$ cat src/rtl/mic1_mem_sequencer.sv
// mic1_mem_sequencer
//   Shares one single-port memory bus between MIC-1 word data accesses
//   (MAR/MDR) and byte instruction fetches (PC/MBR). It inserts wait
//   states for slow memory and aborts accesses that exceed TIMEOUT wait
//   cycles. It also stalls the control path while a transaction is
//   outstanding.
//
// Ports
//   clk, rst                 clock, synchronous active-high reset
//   rd_req/wr_req/fetch_req  microinstruction memory bits, sampled in IDLE only
//   mar, mdr_wdata           word address and write data for data accesses
//   pc                       byte address for fetches
//   mdr_rdata, mdr_load      read word and its one-cycle load pulse
//   mbr_data, mbr_load       fetched byte and its one-cycle load pulse
//   stall                    high while any transaction is outstanding
//   err                      one-cycle pulse on timeout abort or rd+wr conflict
//   mem_*                    memory bus (addr, wdata, strobes, byte select, ready, rdata)
//
// All outputs are registered. A zero-wait access therefore looks like this:
//   sample (cycle 0) -> strobe (cycle 1) -> load pulse (cycle 2).
module mic1_mem_sequencer #(
  parameter int ADDR_W  = 32,
  parameter int DATA_W  = 32,
  parameter int TIMEOUT = 15
) (
  input  logic              clk,
  input  logic              rst,
  input  logic              rd_req,
  input  logic              wr_req,
  input  logic              fetch_req,
  input  logic [ADDR_W-1:0] mar,
  input  logic [DATA_W-1:0] mdr_wdata,
  input  logic [ADDR_W-1:0] pc,
  output logic [DATA_W-1:0] mdr_rdata,
  output logic              mdr_load,
  output logic [7:0]        mbr_data,
  output logic              mbr_load,
  output logic              stall,
  output logic              err,
  output logic [ADDR_W-1:0] mem_addr,
  output logic [DATA_W-1:0] mem_wdata,
  output logic              mem_rd,
  output logic              mem_wr,
  output logic              mem_byte,
  input  logic              mem_ready,
  input  logic [DATA_W-1:0] mem_rdata
);

  typedef enum logic [1:0] {IDLE, DATA, FETCH} state_t;

  localparam logic [7:0] TO_CNT = 8'(TIMEOUT);

  state_t            state, state_n;
  logic              fetch_pend, fetch_pend_n;
  logic [7:0]        wait_cnt, wait_cnt_n;
  logic [ADDR_W-1:0] pc_q, pc_n;
  logic [DATA_W-1:0] mdr_rdata_n, mem_wdata_n;
  logic [7:0]        mbr_data_n;
  logic [ADDR_W-1:0] mem_addr_n;
  logic              mdr_load_n, mbr_load_n, stall_n, err_n;
  logic              mem_rd_n, mem_wr_n, mem_byte_n;

  always_ff @(posedge clk) begin
    if (rst) begin
      state      <= IDLE;
      fetch_pend <= 1'b0;
      wait_cnt   <= '0;
      pc_q       <= '0;
      mdr_rdata  <= '0;
      mdr_load   <= 1'b0;
      mbr_data   <= '0;
      mbr_load   <= 1'b0;
      stall      <= 1'b0;
      err        <= 1'b0;
      mem_addr   <= '0;
      mem_wdata  <= '0;
      mem_rd     <= 1'b0;
      mem_wr     <= 1'b0;
      mem_byte   <= 1'b0;
    end else begin
      state      <= state_n;
      fetch_pend <= fetch_pend_n;
      wait_cnt   <= wait_cnt_n;
      pc_q       <= pc_n;
      mdr_rdata  <= mdr_rdata_n;
      mdr_load   <= mdr_load_n;
      mbr_data   <= mbr_data_n;
      mbr_load   <= mbr_load_n;
      stall      <= stall_n;
      err        <= err_n;
      mem_addr   <= mem_addr_n;
      mem_wdata  <= mem_wdata_n;
      mem_rd     <= mem_rd_n;
      mem_wr     <= mem_wr_n;
      mem_byte   <= mem_byte_n;
    end
  end

  always_comb begin
    // hold everything by default; load pulses and err default low
    state_n      = state;
    fetch_pend_n = fetch_pend;
    wait_cnt_n   = wait_cnt;
    pc_n         = pc_q;
    mdr_rdata_n  = mdr_rdata;
    mbr_data_n   = mbr_data;
    mem_addr_n   = mem_addr;
    mem_wdata_n  = mem_wdata;
    mem_rd_n     = mem_rd;
    mem_wr_n     = mem_wr;
    mem_byte_n   = mem_byte;
    stall_n      = stall;
    mdr_load_n   = 1'b0;
    mbr_load_n   = 1'b0;
    err_n        = 1'b0;

    unique case (state)
      IDLE: begin
        if (rd_req || wr_req) begin
          state_n      = DATA;
          wait_cnt_n   = '0;
          mem_addr_n   = {mar[ADDR_W-3:0], 2'b00};
          mem_wdata_n  = mdr_wdata;
          // a rd+wr conflict resolves to the write and is flagged at once
          mem_wr_n     = wr_req;
          mem_rd_n     = ~wr_req;
          mem_byte_n   = 1'b0;
          stall_n      = 1'b1;
          err_n        = rd_req & wr_req;
          fetch_pend_n = fetch_req;
          pc_n         = pc;          // kept for a fetch queued behind the data access
        end else if (fetch_req) begin
          state_n    = FETCH;
          wait_cnt_n = '0;
          mem_addr_n = pc;
          mem_rd_n   = 1'b1;
          mem_wr_n   = 1'b0;
          mem_byte_n = 1'b1;
          stall_n    = 1'b1;
        end
      end

      DATA, FETCH: begin
        if (mem_ready) begin
          if (state == DATA && mem_rd) begin
            mdr_rdata_n = mem_rdata;
            mdr_load_n  = 1'b1;
          end
          if (state == FETCH) begin
            mbr_data_n = mem_rdata[7:0];
            mbr_load_n = 1'b1;
          end
          if (state == DATA && fetch_pend) begin
            // go straight into the queued fetch; stall stays high throughout
            state_n      = FETCH;
            fetch_pend_n = 1'b0;
            wait_cnt_n   = '0;
            mem_addr_n   = pc_q;
            mem_rd_n     = 1'b1;
            mem_wr_n     = 1'b0;
            mem_byte_n   = 1'b1;
          end else begin
            state_n    = IDLE;
            mem_rd_n   = 1'b0;
            mem_wr_n   = 1'b0;
            mem_byte_n = 1'b0;
            stall_n    = 1'b0;
          end
        end else if (wait_cnt == TO_CNT) begin
          // hung access: abort, drop any queued fetch
          state_n      = IDLE;
          fetch_pend_n = 1'b0;
          err_n        = 1'b1;
          mem_rd_n     = 1'b0;
          mem_wr_n     = 1'b0;
          mem_byte_n   = 1'b0;
          stall_n      = 1'b0;
        end else begin
          wait_cnt_n = wait_cnt + 8'd1;
        end
      end

      default: state_n = IDLE;
    endcase
  end

endmodule

$ cat config.mk
export PLATFORM = sky130hd
export DESIGN_NAME = mic1_mem_sequencer
export DESIGN_NICKNAME = d
export VERILOG_FILES = /design/src/rtl/mic1_mem_sequencer.sv
export SDC_FILE = /design/constraint.sdc
export NUM_CORES = 1
export LEC_CHECK = 0
export CAP_MARGIN = 25
export CELL_PAD_IN_SITES_DETAIL_PLACEMENT = 0
export CELL_PAD_IN_SITES_GLOBAL_PLACEMENT = 1
export CORE_UTILIZATION = 31
export CTS_CLUSTER_DIAMETER = 120
export DETAILED_ROUTE_END_ITERATION = 8
export PLACE_DENSITY_LB_ADDON = 0.1
export SLEW_MARGIN = 25
export SYNTH_ARGS = -nofsm -noshare
export SYNTH_HDL_FRONTEND = slang
export SYNTH_SLANG_ARGS = --single-unit
$ cat constraint.sdc
create_clock -name clk -period 2.25 [get_ports clk]
set_input_delay 0.5625 -clock clk [delete_from_list [all_inputs] [get_ports clk]]
set_output_delay 0.5625 -clock clk [all_outputs]
set_load 0.01 [all_outputs]
**Yosys cells after proc, flatten, opt, wreduce, memory -nomap -nowiden**

Cells that the tools add are included.

- Memory bits (writable): 0
- Bits in latches: 0
- Flip-flop bits (word level): 154
- Bits in read-only memories: 0
- Input bits: 134
- Memories kept: 0

- Reduce and logical (&&, ||, !) cells: 16
- Multiply operators: 0
- Eq/ne operators: 11
- Mux-type cells: 43
- Bitwise logic cells: 4
- Div/mod/pow operators: 0
- Shifts and indexed selects: 0
- Order comparisons: 0
- Add/subtract/negate cells: 1

Operators with widths:

| kind | number |
|---|---|
| 32-bit 2-to-1 mux | 4 |
| 32-bit one-hot mux with 2 select lines | 1 |
| 8-bit 2-to-1 mux | 5 |
| 1-bit 2-to-1 mux | 20 |
| 8-bit one-hot mux with 2 select lines | 1 |
| 4-bit AND reduction | 4 |
| 3-bit inequality test (second input constant) | 5 |
| 1-bit one-hot mux with 2 select lines | 6 |
| 2-bit 2-to-1 mux | 5 |
| 3-bit AND reduction | 3 |
| 8-bit by 1-bit adder with 8-bit output (second input constant) | 1 |
| 8-bit by 4-bit == test with 1-bit output (second input constant) | 1 |
| 2-bit inequality test (second input constant) | 3 |
| 2-bit one-hot mux with 2 select lines | 1 |
| 2-bit AND reduction | 2 |
| 1-bit NOT | 3 |
| 3-bit OR reduction | 1 |
| 2-bit by 1-bit == test with 1-bit output (second input constant) | 1 |
| 2-bit == test (second input constant) | 1 |
| 1-bit logical AND | 2 |
| 2-bit logical NOT | 1 |
| 2-bit nonzero test | 1 |
| 2-bit OR reduction | 1 |
| 1-bit bitwise AND | 1 |
| 1-bit logical OR | 1 |

**Longest topological paths before layout**

Gate-level depths: netlist of run 1.

- Word-level depth: 5
- Mapped depth: 7

**Worst setup path before layout of run 1**

No wires, ideal clock.

- Path kind: register to register
- From: register state[1]
- To: register mem_addr[10]
- Arrival time: 1.818 ns
- Library setup time: 0.117 ns
- Stages on the path, launching flop included: 8
- Setup slack: 0.315 ns
- Buffers on the path: 1
- Required time: 2.133 ns
- Period minus slack after synthesis: 1.935 ns
- Path through: dfxtp_1 inv_1 ha_1 or2_1 a2111oi_4 nor2_1 buf_2 a22o_1

- Cells in the longest elaborated chain, start to end: 4
- Elaborated cells on any way between the ends: 11
- Classes of those cells: 5 x eq/ne; 1 x mux; 5 x reduce/logical

Ends and longest elaborated chain:

| element | RTL line | source |
|---|---|---|
| from (decl) | 53 | `state_t state, state_n;` |
| from (signal assigned) | 81 | `state <= state_n;` |
| 2-bit by 1-bit == test with 1-bit output / 2-bit == test (equally long branches) | 117, 153 |  |
| 2-bit OR reduction / 1-bit logical AND (equally long branches) | 117, 153 |  |
| 2-bit inequality test (no source line) / 2-bit nonzero test (equally long branches) | - |  |
| 4-bit AND reduction (no source line) | - |  |
| to (signal assigned) | 91 | `mem_addr <= mem_addr_n;` |
| to (decl) | 40 | `output logic [ADDR_W-1:0] mem_addr,` |

Several ways; a longest one is shown, not always the timed one.
A chain may end at the register's enable or synchronous reset.

**Worst setup path after layout of run 1**

- From: register state[0]
- To: register mem_addr[7]

The elaborated chain is that of the path after synthesis.

==> results.toml, run 1 <==
[finish]
drive_gt1_share_pct = 8.06
fillers = 1959
nets = 1132
fin_area_mm2 = 0.00975
fin_util_pct = 49.8
area_growth_pct = 56.6
antenna_cells = 0

[timing]
setup_viol = 0
skew_ns = 0.00972
worst_pin_slew_ns = 0.427
rsz0062_at_grt = "no"
finalHoldViolations = 0
drv_slew = 0
post-route-min-period_ns = 2.05
fin_crit_sh_pct = 91.2
fmax_mhz = 487
worst_hold_slack_ns = 0.452
slew_headroom_pct = 71.4

[route]
vias = 5915
via_per_inst = 4.66
drc = 0
drt.antenna.violating_nets = 0
routed_wl_um = 19200
first_pass_iters = 4
wire_per_inst_um = 15.1
drt_iter0_markers = 208

[floorplanning]
die-area_mm2 = 0.0207
die_x_um = 144
start_util_pct = 31.8
ios = 245
placementRows = 51
die_y_um = 144
core_area_mm2 = 0.0196

[setup_path]
crit_fanout = 30
startpoint_type = "register"
endpoint_kind = "register"
r2r_slack_ns = 0.20
cp.required_ns = 2.56
critPathKind = "register to register"
worst_ep_arrival_time_ns = 2.36

[power_and_ir_drop]
p_switching_mw = 2.19
p_comb_share_pct = 22.9
pwr-share-seq_pct = 39.0
p_leak_nw = 3.59
sw_frac_of_total_pct = 27.3
p_int_mw = 5.81
pwr-share-clk_pct = 38.1
powerDensity_mw_per_mm2 = 820
ir_drop_mv = 0.527

[logic_synthesis]
synth_nets = 894
synth_seq_area_share_pct = 49.5
synth_top_area_cell = "dfxtp_1"
synthArstFlopShare_pct = 0
synth.ff_latch_count = 154
synth_cell_types = 43
avgSynthCellArea_um2 = 8.25
synth-main-ff-cell = "dfxtp_1"
synthCells = 755
ys_top_cells_by_count = "nand2_1 (242), dfxtp_1 (154), a21oi_1 (119)"
yosys_warnings = 0
synth-edff-count = 0
synth.most_common_cell = "nand2_1"
netlist_area_mm2 = 0.00623
yosys-top-cells-area = "dfxtp_1 (50%), nand2_1 (15%), a21oi_1 (9.6%), mux2i_1 (5.0%), a22o_1 (4.2%)"
post-synth-top-area-fraction_pct = 49.5

[clocking]
htree_levels = 4
cts_hold_buf = 0
numCtsBuffers = 17
clk_latency_ns = 0.42
postCtsSetupBuffers = 0
clockBufferDepth = 2
clk_pin_slew_ns = 0.06
cts-resized-gates = 0
root_buffer = "clkbuf_16"
cts_sinks = 154
tritoncts = "yes"

[run_status]
status = "completed"

[placed_design]
io_buffers = 242
dpl_cell_area_mm2 = 0.00913
gp_congestion = 0.804
place_hpwl_um = 13100

[run]
maxCapViolations = 0

[global_routing]
grt_pass1_wl_um = 29900
grt-ovfl-total = 0
grt_max_degree = 84
antenna_found_initial = 1
grt_use_total_pct = 18.8
grt_pass1_vias = 5617

[min_path]
hp-class = "register to register"
## metrics by stage
stage	power [mW]	setup TNS, ns	instances	setup WS, ns
3_3_place_gp	5.03	-3.94	1239	-0.101
3_5_place_dp	5.04	-5.39	1239	-0.118
2_1_floorplan	4.04	0	755	0.315
6_report	8.00	0	1270	0.198
4_1_cts	8.12	0	1270	0.183
5_1_grt	8.44	0	1270	0.0671
## sequential cells by signal (all words and copies together) (netlist names)
name        cells
mbr_data        8
state           2
stall           1
mem_rd          1
mem_wdata      32
err             1
mdr_rdata      32
mem_addr       32
pc_q           32
mbr_load        1
wait_cnt        8
mem_wr          1
mem_byte        1
mdr_load        1
fetch_pend      1
## metal layers
metal / up-vias / part of all wire, % / track usage, %
met4: 2 / 1.0 / 5.04
met2: 139 / 48 / 31.2
met5: - / 0.047 / 0
met3: 12 / 6.5 / 6.16
li1: 3061 / - / -
met1: 2701 / 45 / 23.2
## critical path, cell delays in order, from the launching register on
cell and delay, ns:
dfxtp_1 0.40, inv_1 0.09, ha_1 0.24, or2_1 0.25, a2111oi_4 0.45, nor2_2 0.09, buf_12 0.18, a22o_1 0.24
## logic make-up (layout without fill, tap and decap cells)
kind of cell | after synthesis | after routing | synth area share [%]
AOI/OAI and AO/OA | 208 | 208 | 20.0
adders and majority gates | 5 | 5 | 1.00
buffers and inverters | 61 | 311 | 4.32
DFF | 154 | 154 | 49.5
muxes | 31 | 31 | 4.98
and+or+nand+nor | 296 | 296 | 20.1
## placed cells by master, fill, tap and decap left out, types with 4 or more instances in the layout
master           count
dfxtp_1            154
buf_12               9
a21oi_1            119
clkbuf_16           17
nand3b_1             4
nand2_1            242
nor2_1              11
clkdlybuf4s50_1    241
ha_1                 4
a22o_1              30
bufinv_16            4
a211oi_1             5
o21ai_0             38
and3_1               4
a311oi_1             5
clkinv_4             4
nor3_1               4
mux2i_1             31
buf_4               28
nand3_1             10
## final timing paths
| kind | end | startpoint | depth (start not counted) |
|---|---|---|---|
| hold reg to reg | mdr_rdata[3]$_SDFFE_PP0P_ | mdr_rdata[3]$_SDFFE_PP0P_ | 2 |
| setup reg to reg | mem_addr[7]$_SDFFE_PP0P_ | state[0]$_SDFFE_PP0P_ | 7 |
| setup / recovery | mem_addr[7]$_SDFFE_PP0P_ | state[0]$_SDFFE_PP0P_ | 7 |
| hold / removal | mdr_rdata[3]$_SDFFE_PP0P_ | mdr_rdata[3]$_SDFFE_PP0P_ | 2 |
## layout make-up
| type | instances | area [µm²] | share of cell area, % |
|---|---|---|---|
| clock buffers | 18 | 429 | 4.40 |
| clock inverters | 13 | 195 | 2.00 |
| inverters | 2 | 7.51 | 0.0770 |
| multi-input cells | 540 | 2900 | 29.8 |
| flip-flops and latches | 154 | 3080 | 31.6 |
| well taps | 265 | 332 | 3.40 |
| repair buffers | 278 | 2800 | 28.7 |
## power by group through the flow
stage / Combinational, mW / Sequential (mW) / Clock [mW]
2_1_floorplan: 0.781 / 3.25 / 0
3_3_place_gp: 1.86 / 3.17 / 0
3_5_place_dp: 1.86 / 3.18 / 0
4_1_cts: 1.86 / 3.12 / 3.13
5_1_grt: 2.01 / 3.15 / 3.28
6_report: 1.83 / 3.12 / 3.05
Note: power is estimated with default switching activity, not from simulation.
==> inputs of run 2 (changes only) <==
--- a/config.mk
+++ b/config.mk
@@ -10,6 +10,7 @@
 export CELL_PAD_IN_SITES_GLOBAL_PLACEMENT = 1
 export CORE_UTILIZATION = 31
 export CTS_CLUSTER_DIAMETER = 120
+export CTS_CLUSTER_SIZE = 8
 export DETAILED_ROUTE_END_ITERATION = 8
 export PLACE_DENSITY_LB_ADDON = 0.1
 export SLEW_MARGIN = 25
==> results of run 2 <==
Same layout as run 1: the final DEF is identical, and so are final timing and power.
